## src/rtl/instruction_loader_pkg.sv

```systemverilog
// Shared definitions for the byte-stream program loader: FSM encoding and
// the size of the length header that precedes every image.
package instruction_loader_pkg;

    typedef enum logic [2:0] {
        ST_IDLE   = 3'd0,
        ST_LEN_HI = 3'd1,
        ST_LEN_LO = 3'd2,
        ST_DATA   = 3'd3,
        ST_DONE   = 3'd4
    } state_e;

    localparam int HDR_BYTES = 2;

endpackage

```

## src/rtl/instruction_loader.sv

```systemverilog
// Length-prefixed byte-stream loader driving the byte write port of the
// big-endian instruction memory; holds the core while an image is loading.
module instruction_loader
    import instruction_loader_pkg::*;
#(
    parameter int          BUS_WIDTH = 16,
    parameter int unsigned BASE_ADDR = 0
) (
    input  logic                 clk,
    input  logic                 rst,
    input  logic                 start,
    input  logic                 in_valid,
    input  logic [7:0]           in_data,
    output logic                 in_ready,
    output logic                 mem_wr_en,
    output logic [BUS_WIDTH-1:0] mem_addr,
    output logic [7:0]           mem_wr_data,
    output logic                 busy,
    output logic                 cpu_hold,
    output logic                 done,
    output logic                 error,
    output logic [BUS_WIDTH-1:0] words_loaded
);

    localparam int FW = BUS_WIDTH + 2;
    localparam int LW = HDR_BYTES * 8;

    state_e               state_q, state_d;
    logic [LW-1:0]        len_q, len_d;
    logic [FW-1:0]        idx_q, idx_d;
    logic                 err_q, err_d;
    logic [BUS_WIDTH-1:0] words_q, words_d;
    logic                 wr_en_q, wr_en_d;
    logic [BUS_WIDTH-1:0] addr_q, addr_d;
    logic [7:0]           wdata_q, wdata_d;
    logic                 xfer;
    logic                 last_byte;
    logic [LW-1:0]        len_full;

    // Widened so that BASE_ADDR + 2*LEN cannot overflow before the compare.
    function automatic logic image_fits(input logic [LW-1:0] len);
        logic [FW-1:0] need;
        need = FW'(BASE_ADDR) + (FW'(len) << 1);
        return need <= (FW'(1) << BUS_WIDTH);
    endfunction

    assign in_ready  = (state_q == ST_LEN_HI) || (state_q == ST_LEN_LO) ||
                       (state_q == ST_DATA);
    assign xfer      = in_valid && in_ready;
    assign last_byte = (idx_q == ((FW'(len_q) << 1) - FW'(1)));
    assign len_full  = {len_q[LW-1 -: 8], in_data};

    always_comb begin
        state_d = state_q;
        len_d   = len_q;
        idx_d   = idx_q;
        err_d   = err_q;
        words_d = words_q;
        wr_en_d = 1'b0;
        addr_d  = addr_q;
        wdata_d = wdata_q;
        case (state_q)
            ST_IDLE: begin
                if (start) begin
                    state_d = ST_LEN_HI;
                    err_d   = 1'b0;
                    words_d = '0;
                    idx_d   = '0;
                    len_d   = '0;
                end
            end
            ST_LEN_HI: begin
                if (xfer) begin
                    len_d[LW-1 -: 8] = in_data;
                    state_d          = ST_LEN_LO;
                end
            end
            ST_LEN_LO: begin
                if (xfer) begin
                    len_d = len_full;
                    if (len_full == '0) begin
                        state_d = ST_DONE;
                    end else if (!image_fits(len_full)) begin
                        err_d   = 1'b1;
                        state_d = ST_DONE;
                    end else begin
                        state_d = ST_DATA;
                    end
                end
            end
            ST_DATA: begin
                if (xfer) begin
                    wr_en_d = 1'b1;
                    addr_d  = BUS_WIDTH'(BASE_ADDR) + idx_q[BUS_WIDTH-1:0];
                    wdata_d = in_data;
                    idx_d   = idx_q + FW'(1);
                    // Odd offset carries the low byte, completing a word.
                    if (idx_q[0]) begin
                        words_d = words_q + BUS_WIDTH'(1);
                    end
                    if (last_byte) begin
                        state_d = ST_DONE;
                    end
                end
            end
            ST_DONE: begin
                state_d = ST_IDLE;
            end
            default: begin
                state_d = ST_IDLE;
            end
        endcase
    end

    always_ff @(posedge clk) begin
        if (rst) begin
            state_q <= ST_IDLE;
            len_q   <= '0;
            idx_q   <= '0;
            err_q   <= 1'b0;
            words_q <= '0;
            wr_en_q <= 1'b0;
            addr_q  <= '0;
            wdata_q <= '0;
        end else begin
            state_q <= state_d;
            len_q   <= len_d;
            idx_q   <= idx_d;
            err_q   <= err_d;
            words_q <= words_d;
            wr_en_q <= wr_en_d;
            addr_q  <= addr_d;
            wdata_q <= wdata_d;
        end
    end

    assign mem_wr_en    = wr_en_q;
    assign mem_addr     = addr_q;
    assign mem_wr_data  = wdata_q;
    assign busy         = (state_q != ST_IDLE);
    assign cpu_hold     = busy;
    assign done         = (state_q == ST_DONE);
    assign error        = err_q;
    assign words_loaded = words_q;

endmodule

```

## config.mk

```make
export PLATFORM = sky130hd
export DESIGN_NAME = instruction_loader
export DESIGN_NICKNAME = d
export VERILOG_FILES = /design/src/rtl/instruction_loader_pkg.sv /design/src/rtl/instruction_loader.sv
export SDC_FILE = /design/constraint.sdc
export NUM_CORES = 1
export LEC_CHECK = 0
export ABC_CLOCK_PERIOD_IN_PS = 2900
export CORE_MARGIN = 4
export CORE_UTILIZATION = 54
export DETAILED_ROUTE_END_ITERATION = 16
export PLACE_DENSITY = 0.86
export RECOVER_POWER = 25
export SYNTH_ARGS = -nofsm -noshare
export SYNTH_HDL_FRONTEND = slang
export SYNTH_SLANG_ARGS = --single-unit
```

## constraint.sdc

```tcl
create_clock -name clk -period 2.9 [get_ports clk]
set_clock_uncertainty 0.05 [all_clocks]
set_input_delay 0.58 -clock clk [delete_from_list [all_inputs] [get_ports clk]]
set_output_delay 0.58 -clock clk [all_outputs]
set_load 0.02 [all_outputs]
```

Yosys cells after proc, flatten, opt, wreduce, memory -nomap -nowiden
Cells that the tools add are included.
{ "totals": {"ff_bits": 79, "latch_bits": 0, "ramBits": 0, "mem_bits_ro": 0, "inputBits": 12, "output_inout_bits": 46, "elab_cells": 70, "memories": 0} }
{ "classes": {"add_sub_neg": 3, "multipliers": 0, "div": 0, "magnitude_cmp": 1, "n_eq_ne": 13, "n_shift": 0, "n_mux": 25, "n_bitwise": 2, "reduce_logical": 17} }
{ "op_table": {"columns": ["op", "n"], "rows": [
  ["$mux W16", 3],
  ["$mux W18", 2],
  ["$pmux W18 S2", 1],
  ["$pmux W16 S2", 1],
  ["$pmux W8 S3", 1],
  ["$mux W3", 7],
  ["$add A18 B1 Y18 const B", 1],
  ["$eq A18 B18 Y1", 1],
  ["$sub A17 B1 Y18 const B", 1],
  ["$le A17 B17 Y1 const B", 1],
  ["$add A16 B1 Y16 const B", 1],
  ["$logic_not A16 Y1", 1],
  ["$mux W8", 2],
  ["$ne A2 B2 Y1 const B", 8],
  ["$pmux W8 S2", 1],
  ["$pmux W3 S4", 1],
  ["$reduce_and A5 Y1", 2],
  ["$reduce_and A4 Y1", 2],
  ["$eq A3 B2 Y1 const B", 2],
  ["$reduce_and A3 Y1", 2],
  ["$reduce_bool A2 Y1", 3],
  ["$mux W1", 5],
  ["$eq A3 B1 Y1 const B", 1],
  ["$eq A3 B3 Y1 const B", 1],
  ["other kinds (8)", 10]
]} }

Longest topological paths before layout
{ "logic_depth": {"word_depth": 6, "depth_mapped": 9, "mapped_depth_nobuf": 8} }

Least setup slack after synthesis
Ideal clock, no wire load.
{ "synth_path": {"path_type": "reg2reg", "startpoint": "register len_q[0]", "endpoint": "register state_q[0]", "setup_ns": 0.136, "arrival_time_ns": 2.116, "required_ns": 2.714, "path_slack_ns": 0.598, "path_stages_with_launch": 10, "path_buffers": 1, "period_less_slack_ns": 2.302, "cell_sequence": "dfxtp_1 -> inv_1 -> ha_1 -> or3b_2 -> clkbuf_1 -> nor4_1 -> xnor2_1 -> o21ai_0 -> a2111oi_2 -> a21oi_1"} }
{ "synth_between": {"elab_chain_cells": 4} }
{ "synth_rtl": {"columns": ["item", "line_no", "source"], "rows": [
  ["start, declared", "instruction_loader.sv:29", "logic [LW-1:0] len_q, len_d;"],
  ["start signal, assigned", "instruction_loader.sv:127", "len_q <= len_d;"],
  ["$sub A17 B1 Y18", "instruction_loader.sv:50", "assign last_byte = (idx_q == ((FW'(len_q) << 1) - FW'(1)));"],
  ["$eq A18 B18 Y1", "instruction_loader.sv:50", null],
  ["$ne A2 B2 Y1 (no source line)", null, null],
  ["$reduce_and A5 Y1 (no source line)", null, null],
  ["end signal, assigned", "instruction_loader.sv:126", "state_q <= state_d;"],
  ["end, declared", "instruction_loader.sv:28", "state_e state_q, state_d;"]
]} }
No other way between the ends.
A chain may end at the register's enable or synchronous reset.

Worst setup path after layout
{ "layout_path": {"startpoint": "register len_q[0]", "endpoint": "register state_q[1]"} }
Same word-level chain as after synthesis.

==> impl_results.md <==
* Status: complete, no violations
* Global route overflow at 0
* Overall power at between 2000 and 2500 µW
* Area share of the largest cell type after synthesis at around two fifths
* Busiest grt layer: met2
* RSZ-0062 raised after global routing: false
* Startpoint types: flop
* Async SR Flop Fraction at 0%
* Post-DP HPWL at approximately 7200 µm
* Initial Util at a little under three fifths
* First-pass GRT wire length at roughly 17000 µm
* Gate power share at between 15 and 20%
* Met2 usage at 41.0%
* Worst-skew pair later-pin latency at between 0.3 and 0.4 ns
* Clock power frac at between 30% and 40%
* Synthesized Nets at a little under 500
* Worst-margin pin slew at around 0.62 ns
* Total wire length at ~10000 µm
* Post-layout min period at between 2 and 3 ns
* Worst Path Required at ~3.1 ns
* Top post-synthesis cells by area: dfxtp_1, nand2_1, a21oi_1
* Synth Area per Inst at around 8.1 µm²
* Grt met3 use at around 4.8%
* Via/cell ratio at 5.74
* CTS tree: done
* Clock slew at reported path FFs at roughly 0.08 ns
* Drt first pass iters at 5
* Area Growth Syn to Fin at 23.3%
* P_leak at about 0.0017 µW
* DP Area at between 4000 and 5000 µm²
* Die ar. at roughly 8500 µm²
* Largest net degree at the start of global routing at 34
* H-tree levels at 3
* I/O pin count at 58
* R2R Path End: state_q[1]
* CP endpoint kind: flop
* Design area at between 4000 and 5000 µm²
* Rows at 30
* Hold EP: mem_addr[13]
* Fin. max-slew vios at 0
* Root Driver: clkbuf_8
* Routed vias at around 3600
* Worst IR Drop VDD at approximately 0.35 mV
* DIE WIDTH at between 90 and 100 µm
* Psw at about 660 µW
* Cell taking the most area after synthesis: dfxtp_1
* Synth cell types at 51
* ANT nets after route at 0
* FF-to-FF setup slack at around 0.28 ns
* Drt wl/cell at around 16 µm
* Initial antenna violation count at 0
* Number of synthesized flops with an enable pin at 0
* Postcts setup bufs at 0
* Synth warn at 0
* CTS resizes at 0
* Vias in the first global route at around 3600
* Hold_ws at 0.402 ns
* Synth Flop Type: dfxtp_1
* Critical path fanouts, max at 7
* Hold Path Class: reg2reg
* Post-cts hold buffer count at 0
* Die height at just over 90 µm
* Clk buf depth at 2
* Antenna cells at 0
* Max_slew headroom at around 59%
* Hold depth at 2
* TritonCTS Buffers at 9
* GRT Overall Usage at roughly 25%
* Crit path DAT at about 2.8 ns
* Net Sw Frac at roughly 28%
* Pwr dens at around 500 nW/µm²
* Sequential element share of the synthesized area at between 40 and 50%
* CP Class: reg2reg
* Synthesis-stage register bit count at 79
* P_int at approximately 1700 µW
* Fmax at between 300 and 400 MHz
* Core region area at approximately 6800 µm²
* Max-Cap Viols at 0
* Initial detailed-routing violation count at approximately 210
* Setup-failing EPs final at 0
* Reg2reg start: len_q[0]
* Worst Reg-to-Reg Cells at 8
* CTS sink count at just under 80
* Min-delay src: mem_addr[13]
* I/O Buffers at 57
* Mapped Cells at 472
* Final Wtd Congestion at between 0.8 and 0.9
* DR DRC count at 0
* GR Util met1 at 30.8%
* Most frequent cells in the layout: nand2_1, dfxtp_1, nor2_1
* Reg power frac at between 40% and 50%
* Netlist Area Pre-Place at 3800 µm²
* Final period utilization at between 90% and 100%
* Final setup TNS at 0 ns
* Layout cells sized above 1 at 7.87%
* Final nets at 544
* Final hold vios at 0
[sequential cells by signal, indices dropped and copies added, names as in the netlist]
signal        cells
state_q           3
idx_q            18
mem_addr         16
mem_wr_en         1
len_q            16
error             1
mem_wr_data       8
words_loaded     16
[Yosys cell counts, types with 3 or more instances]
master    instances
nand3_1          15
and4_1            3
and2_1            3
xor2_1           25
nor2_1           51
a22oi_1           8
inv_1             6
nand2b_1          7
clkbuf_1         17
nor3_1            9
nor4_1           12
nand2_1          79
ha_1              3
dfxtp_1          79
or3_1             7
buf_1             3
and3_1            3
or4_1             3
nand4_1          16
xnor2_1          19
nor2b_1           7
a21oi_1          46
o21ai_0          12
[cell type report]
class	instances	area, µm²
tap	96	120
sequential	79	1580
inverter	6	22.5
clock buffer	10	138
multi-input combinational	359	2050
clock inverter	6	68.8
timing repair buffer	74	711
fill	540	2140
[metal layers]
layer,part of all wire [%],vias to the layer above
met1,42,1701
met5,0,-
met2,49,138
met4,2.6,0
li1,-,1751
met3,6.5,29
[cell families (layout without fill, tap and decap cells)]
| group | Yosys count | in the layout | synth area share (%) |
|---|---|---|---|
| adder cells (fa/ha/maj) | 3 | 3 | 0.987 |
| AND/OR/NAND/NOR | 225 | 225 | 28.6 |
| AO/OA/AOI/OAI | 84 | 84 | 13.3 |
| buffers and inverters | 34 | 96 | 4.54 |
| XOR/XNOR | 44 | 44 | 10.1 |
| multiplexers | 3 | 3 | 0.822 |
| flip-flops | 79 | 79 | 41.6 |
[power groups by stage]
stage | sequential (µW) | combinational (µW) | clock, µW
after floorplan | 1150 | 259 | 0
after global placement | 1160 | 348 | 0
after detailed placement | 1160 | 358 | 0
after CTS | 1140 | 361 | 844
after global routing | 1140 | 397 | 896
final | 1140 | 363 | 839
[worst max-delay path, stage by stage (launching register included)]
cell	delay, ns
dfxtp_1	0.37
inv_1	0.08
ha_1	0.25
or3b_2	0.56
nor4_1	0.32
xnor2_1	0.16
o21ai_0	0.12
a2111oi_2	0.43
a21oi_1	0.14
[through the flow]
step	utilization (%)	cells	worst slack, ns
6_report	68.7	630	0.279
5_1_grt	68.7	630	0.0864
4_1_cts	68.7	630	0.303
3_5_place_dp	65.7	614	0.105
3_3_place_gp	65.7	614	0.161
2_1_floorplan	-	472	0.598
[worst max-delay path by stage]
stage                     startpoint                to  slack [ns]  cells past startpoint
after floorplan             len_q[0]        state_q[0]        0.60                      9
after global placement         start   words_loaded[5]        0.16                      8
after detailed placement       start  words_loaded[13]        0.10                      7
after CTS                   len_q[0]        state_q[1]        0.30                      8
after global routing        len_q[0]        state_q[1]        0.09                      8
final                       len_q[0]        state_q[1]        0.28                      8
Power figures use the tool's default switching activity.
==> patch 1: new RTL, same flow settings <==
Register the output `error` once more; this adds one clock of latency there. The other outputs are not delayed to match.
--- a/src/rtl/instruction_loader.sv
+++ b/src/rtl/instruction_loader.sv
@@ -140,7 +140,9 @@
     assign busy         = (state_q != ST_IDLE);
     assign cpu_hold     = busy;
     assign done         = (state_q == ST_DONE);
-    assign error        = err_q;
+    always_ff @(posedge clk) begin
+        error <= err_q;
+    end
     assign words_loaded = words_q;
 
 endmodule
Function: changed (a bounded check fails within 4 cycles, from zero or initial values and one cycle with rst high).
==> patch 1 against the unedited design <==
- area after synthesis up 0.53%
- design area is 0.27% lower
- via count rose by 1.0%
- global-route usage fell by 0.32 points
- power is 2.1% higher
- worst setup slack got worse by 0.090 ns
- critical path depth did not move
- sequential cell count grew 1
- wire length decreased by 0.12%
- cell count down 0.16%
- largest cell class unchanged
==> patch 1: results (changes against the unedited design) <==
stage,metric,value,unit,change
outcome,status,finished clean,,
placed_design,Inst Count DP,613,,-0.16%
logic_synthesis,synth top area cells,"dfxtp_1 (42%), nand2_1 (7.8%), a21oi_1 (6.0%)",,
placed_design,pre-CTS WS,0.0649,ns,-0.0398 ns
worst_setup_path,reg2reg setup slack,0.34,ns,+0.06 ns
worst_setup_path,Crit. Startpoint,start,,
worst_setup_path,CP peak stage delay,0.51,ns,-0.05 ns
routing,total number of vias,3656,,+1.0%
clock_tree,Root Driver,clkbuf_8,,
sta,Period minus WS final,2.71,ns,+0.0898 ns
worst_setup_path,Critical-path top delay cell,or3b_2,,
power,leakage power total,0.00169,uW,-1.6%
routing,Routed wire per std cell,15.9,um,about the same
clock_tree,post_cts resized,0,,unchanged
global_routing,largest net degree at the start of global routing,28,,-18%
clock_tree,CTS Buf Count,9,,unchanged
routing,Detailed Route WL,9.99,mm,-0.12%
clock_tree,Worst-path clk slew,0.08,ns,about the same
global_routing,GR Util All Layers,24.2,%,-0.32 points
routing,First DRT Iteration DRCs,296,,+42%
min_path,Worst Hold Depth,0,,-2
placed_design,Post-DP HPWL,7.17,mm,-0.93%
placed_design,GP Congestion,0.959,,+8.9%
finish,# nets final,543,,-0.18%
sta,Slew HR,64.0,%,+5.1 points
worst_setup_path,Reg2Reg Capture Point,state_q[1]$_SDFFE_PP0P_,,
global_routing,global-route wire length before repair,16.8,mm,-0.53%
logic_synthesis,distinct cell type count after synthesis,51,,unchanged
clock_tree,Longest Clk Path Bufs,2,,unchanged
logic_synthesis,top post-synthesis cells by count,"dfxtp_1 (80), nand2_1 (79), nor2_1 (51)",,
min_path,Hold Startpoint,err_q$_SDFFE_PP0P_,,
finish,share of post-route cells with drive strength above 1,6.57,%,-1.3 points
finish,Filler cells,563,,+4.3%
logic_synthesis,"EDFF count, synth",0,,unchanged
worst_setup_path,RR Startpoint,len_q[0]$_SDFFE_PP0P_,,
worst_setup_path,CP top delay family,simple AND/OR/NAND/NOR gates,,
worst_setup_path,Setup crit end,idx_q[14]$_SDFFE_PP0P_,,
worst_setup_path,worst-path fanout max,9,,+2
power,Max rail drop VDD,0.315,mV,-9.6%
worst_setup_path,Worst EP arrival,2.95,ns,+0.16 ns
placed_design,DP Area,0.00448,mm2,-0.17%
global_routing,vias in the first global route,3560,,-0.95%
logic_synthesis,post-synthesis net count,488,,+0.21%
logic_synthesis,sequential share of the synthesized area,41.9,%,+0.31 points
logic_synthesis,cells after synthesis,473,,+0.21%
logic_synthesis,Ys Warns,0,,unchanged
==> patch 1: cell types whose count changed in the layout (fill, tap and decap cells not counted) <==
cell	change
buf_12	-1
buf_4	-4
bufinv_16	+1
clkbuf_1	+5
clkbuf_8	-1
clkdlybuf4s50_1	+3
clkinv_4	-1
dfxtp_1	+1
dlygate4sd3_1	-3
inv_6	-1
==> patch 1: final cells by class <==
class / count / area share, %
clock inverters: 5 / 1.74
clock buffers: 11 / 2.81
multi-input cells: 359 / 43.8
well taps: 96 / 2.57
flip-flops and latches: 80 / 34.2
repair buffers: 72 / 14.4
inverters: 6 / 0.481
==> patch 1: how the worst min path moves through the flow <==
stage                    end  slack [ns]
2_1_floorplan  error$_DFF_P_        0.28
3_3_place_gp   error$_DFF_P_        0.30
3_5_place_dp   error$_DFF_P_        0.31
4_1_cts        error$_DFF_P_        0.32
5_1_grt        error$_DFF_P_        0.33
6_report       error$_DFF_P_        0.32
==> patch 1: per-stage QoR <==
| stage | power (uW) | util (%) |
|---|---|---|
| 2_1_floorplan | 1420 | - |
| 3_3_place_gp | 1520 | 65.5 |
| 3_5_place_dp | 1530 | 65.5 |
| 4_1_cts | 2400 | 68.7 |
| 5_1_grt | 2480 | 68.5 |
| 6_report | 2390 | 68.5 |
==> patch 1: power breakdown <==
part	leakage, uW	switching [uW]	internal [uW]
registers	0.000646	39.1	1120
logic	0.000945	206	146
clock network	0.000104	400	486
total	0.00169	645	1750
==> patch 1: cell families (layout without fill, tap and decap cells) <==
| logic type | count (synthesis) | count (layout) | share of synthesized area (%) |
|---|---|---|---|
| flops | 80 | 80 | 41.9 |
| fa+ha+maj | 3 | 3 | 0.981 |
| mux | 3 | 3 | 0.818 |
| xor+xnor | 44 | 44 | 10.1 |
| compound gates | 84 | 84 | 13.2 |
| buf+inv | 34 | 94 | 4.51 |
| simple gates | 225 | 225 | 28.5 |
==> patch 1: per-layer routing <==
layer,global-route usage (%),wire length (um),vias up
li1,-,-,1746
met2,40.3,4810,162
met5,0,0,-
met4,9.41,174,0
met3,5.41,727,24
met1,30.4,4280,1724
==> patch 2: new RTL, same settings <==
Without the edit above. The parameter `BUS_WIDTH` goes from 16 to 32.
--- a/src/rtl/instruction_loader.sv
+++ b/src/rtl/instruction_loader.sv
@@ -3,7 +3,7 @@
 module instruction_loader
     import instruction_loader_pkg::*;
 #(
-    parameter int          BUS_WIDTH = 16,
+    parameter int          BUS_WIDTH = 32,
     parameter int unsigned BASE_ADDR = 0
 ) (
     input  logic                 clk,
Interface: changed (resized mem_addr and words_loaded); port bits go from 58 to 90. No check against the original RTL was run, so the function may have changed too.
==> patch 2 against the unedited design <==
- non-clock buffer count grew 40
- worst setup slack lost 0.17 ns
- sequential cell count grew 48
- critical path type unchanged
- via count grew 56%
- area after synthesis grew 54%
- design area grew 61%
- critical path depth shrank 2
- wire length grew 53%
- sequential share of layout area is essentially flat
- power grew 79%
==> patch 2: results (changes against the unedited design) <==
stage,metric,value,unit,change
clock_tree,Worst-path clk slew,0.06,ns,-0.02 ns
logic_synthesis,post-synthesis net count,745,,+53%
power,leakage power total,0.00261,uW,+51%
global_routing,largest net degree at the start of global routing,64,,+88%
logic_synthesis,top post-synthesis cells by count,"dfxtp_1 (127), nand2_1 (113), nor2_1 (94)",,
logic_synthesis,synth top area cells,"dfxtp_1 (43%), nand2_1 (7.3%), nor2_1 (6.0%)",,
clock_tree,CTS Buf Count,17,,+8
logic_synthesis,distinct cell type count after synthesis,49,,-3.9%
logic_synthesis,Synth Area per Inst,8.01,um2,-0.60%
routing,DR WL met2,7.35,mm,+50%
finish,Filler cells,781,,+45%
routing,metal3 WL,998,um,+54%
sta,final hold slack,0.384,ns,-0.0186 ns
placed_design,GP Congestion,0.895,,+1.6%
worst_setup_path,worst-path fanout max,5,,-2
worst_setup_path,Worst EP arrival,3.19,ns,+0.40 ns
min_path,Hold Startpoint,error$_SDFFE_PP0P_,,
routing,vias per cell,5.84,,+1.6%
worst_setup_path,Reg2Reg Capture Point,state_q[2]$_SDFFE_PP0P_,,
placed_design,pre-CTS WS,-0.112,ns,-0.217 ns
routing,M1 WL,6.57,mm,+57%
worst_setup_path,FF-to-FF path depth,6,,-2
logic_synthesis,sequential share of the synthesized area,43.5,%,+1.9 points
worst_setup_path,CP peak stage delay,0.59,ns,+0.03 ns
logic_synthesis,"EDFF count, synth",0,,unchanged
worst_setup_path,reg2reg setup slack,0.11,ns,-0.17 ns
global_routing,vias in the first global route,5534,,+54%
placed_design,count of input and output buffers,89,,+56%
power,Max rail drop VDD,0.407,mV,+17%
routing,First DRT Iteration DRCs,492,,+140%
min_path,worst min path class,flop to flop,,
global_routing,met1 GRT Util,32.0,%,+1.2 points
global_routing,grt met3 use,5.82,%,+0.98 points
sta,Tcrit/Tclk final,96.1,%,+5.7 points
placed_design,Inst Count DP,937,,+53%
worst_setup_path,RR Startpoint,len_q[0]$_SDFFE_PP0P_,,
worst_setup_path,Critical-path top delay cell,or4_1,,
finish,Largest register FFs,34,,+16
min_path,Hold Crit Endpoint,error$_SDFFE_PP0P_,,
finish,number of diodes,0,,unchanged
finish,share of post-route cells with drive strength above 1,8.16,%,+0.30 points
placed_design,Post-DP HPWL,10.6,mm,+46%
global_routing,global-route wire length before repair,26.0,mm,+53%
outcome,status,finished clean,,
finish,# nets final,835,,+53%
finish,Post-Layout Cell Count,969,,+54%
finish,Area growth syn-to-layout,29.0,%,
logic_synthesis,area share of the largest cell type after synthesis,43.5,%,+1.9 points
clock_tree,Skew-Pair Late Insertion Delay,0.52,ns,+0.17 ns
global_routing,met2 GRT Util,40.3,%,-0.71 points
clock_tree,CTS H-tree depth,4,,+1
routing,Detailed Route WL,15.3,mm,+53%
sta,worst slew pin tran,1.29,ns,+0.677 ns
global_routing,GR Util All Layers,24.9,%,+0.37 points
placed_design,DP Area,0.00695,mm2,+55%
[patch 2: worst max-delay path by stage]
stage / startpoint / cells after the start / endpoint
after floorplan: start / 7 / idx_q[19]$_SDFFE_PP0P_
final: len_q[0]$_SDFFE_PP0P_ / 6 / state_q[2]$_SDFFE_PP0P_
after global placement: start / 8 / idx_q[19]$_SDFFE_PP0P_
after CTS: len_q[0]$_SDFFE_PP0P_ / 6 / state_q[2]$_SDFFE_PP0P_
after global routing: len_q[0]$_SDFFE_PP0P_ / 6 / state_q[2]$_SDFFE_PP0P_
after detailed placement: start / 7 / idx_q[31]$_SDFFE_PP0P_
[patch 2: final cells by class]
| cell class | count | share of cell area, % |
|---|---|---|
| Clock buffer | 20 | 6.04 |
| Timing Repair Buffer | 114 | 14.2 |
| Tap cell | 136 | 2.26 |
| Clock inverter | 12 | 2.11 |
| Inverter | 13 | 0.647 |
| Sequential cell | 127 | 33.7 |
| Multi-Input combinational cell | 547 | 41.1 |
[patch 2: cells by family (layout without fill, tap and decap cells)]
logic type      after synthesis  in the layout  share of synthesized area (%)
mux                           1              1                          0.171
simple gates                358            358                           29.6
fa+ha+maj                     3              3                          0.642
compound gates              118            118                           12.4
flops                       127            127                           43.5
xor+xnor                     67             67                           10.0
buf+inv                      56            159                           3.72
[patch 2: tightest hold or removal path: cells and delay by family, from the launching register on]
| family | cells | cell delay, ns |
|---|---|---|
| buffers and inverters | 1 | 0.05 |
| AND/OR/NAND/NOR | 1 | 0.04 |
| flip-flops | 1 | 0.31 |
[patch 2: power breakdown]
part	internal [uW]	leakage, uW	switching [uW]
clock network	1380	0.000286	784
registers	1760	0.00102	18.3
logic	95.7	0.00130	165
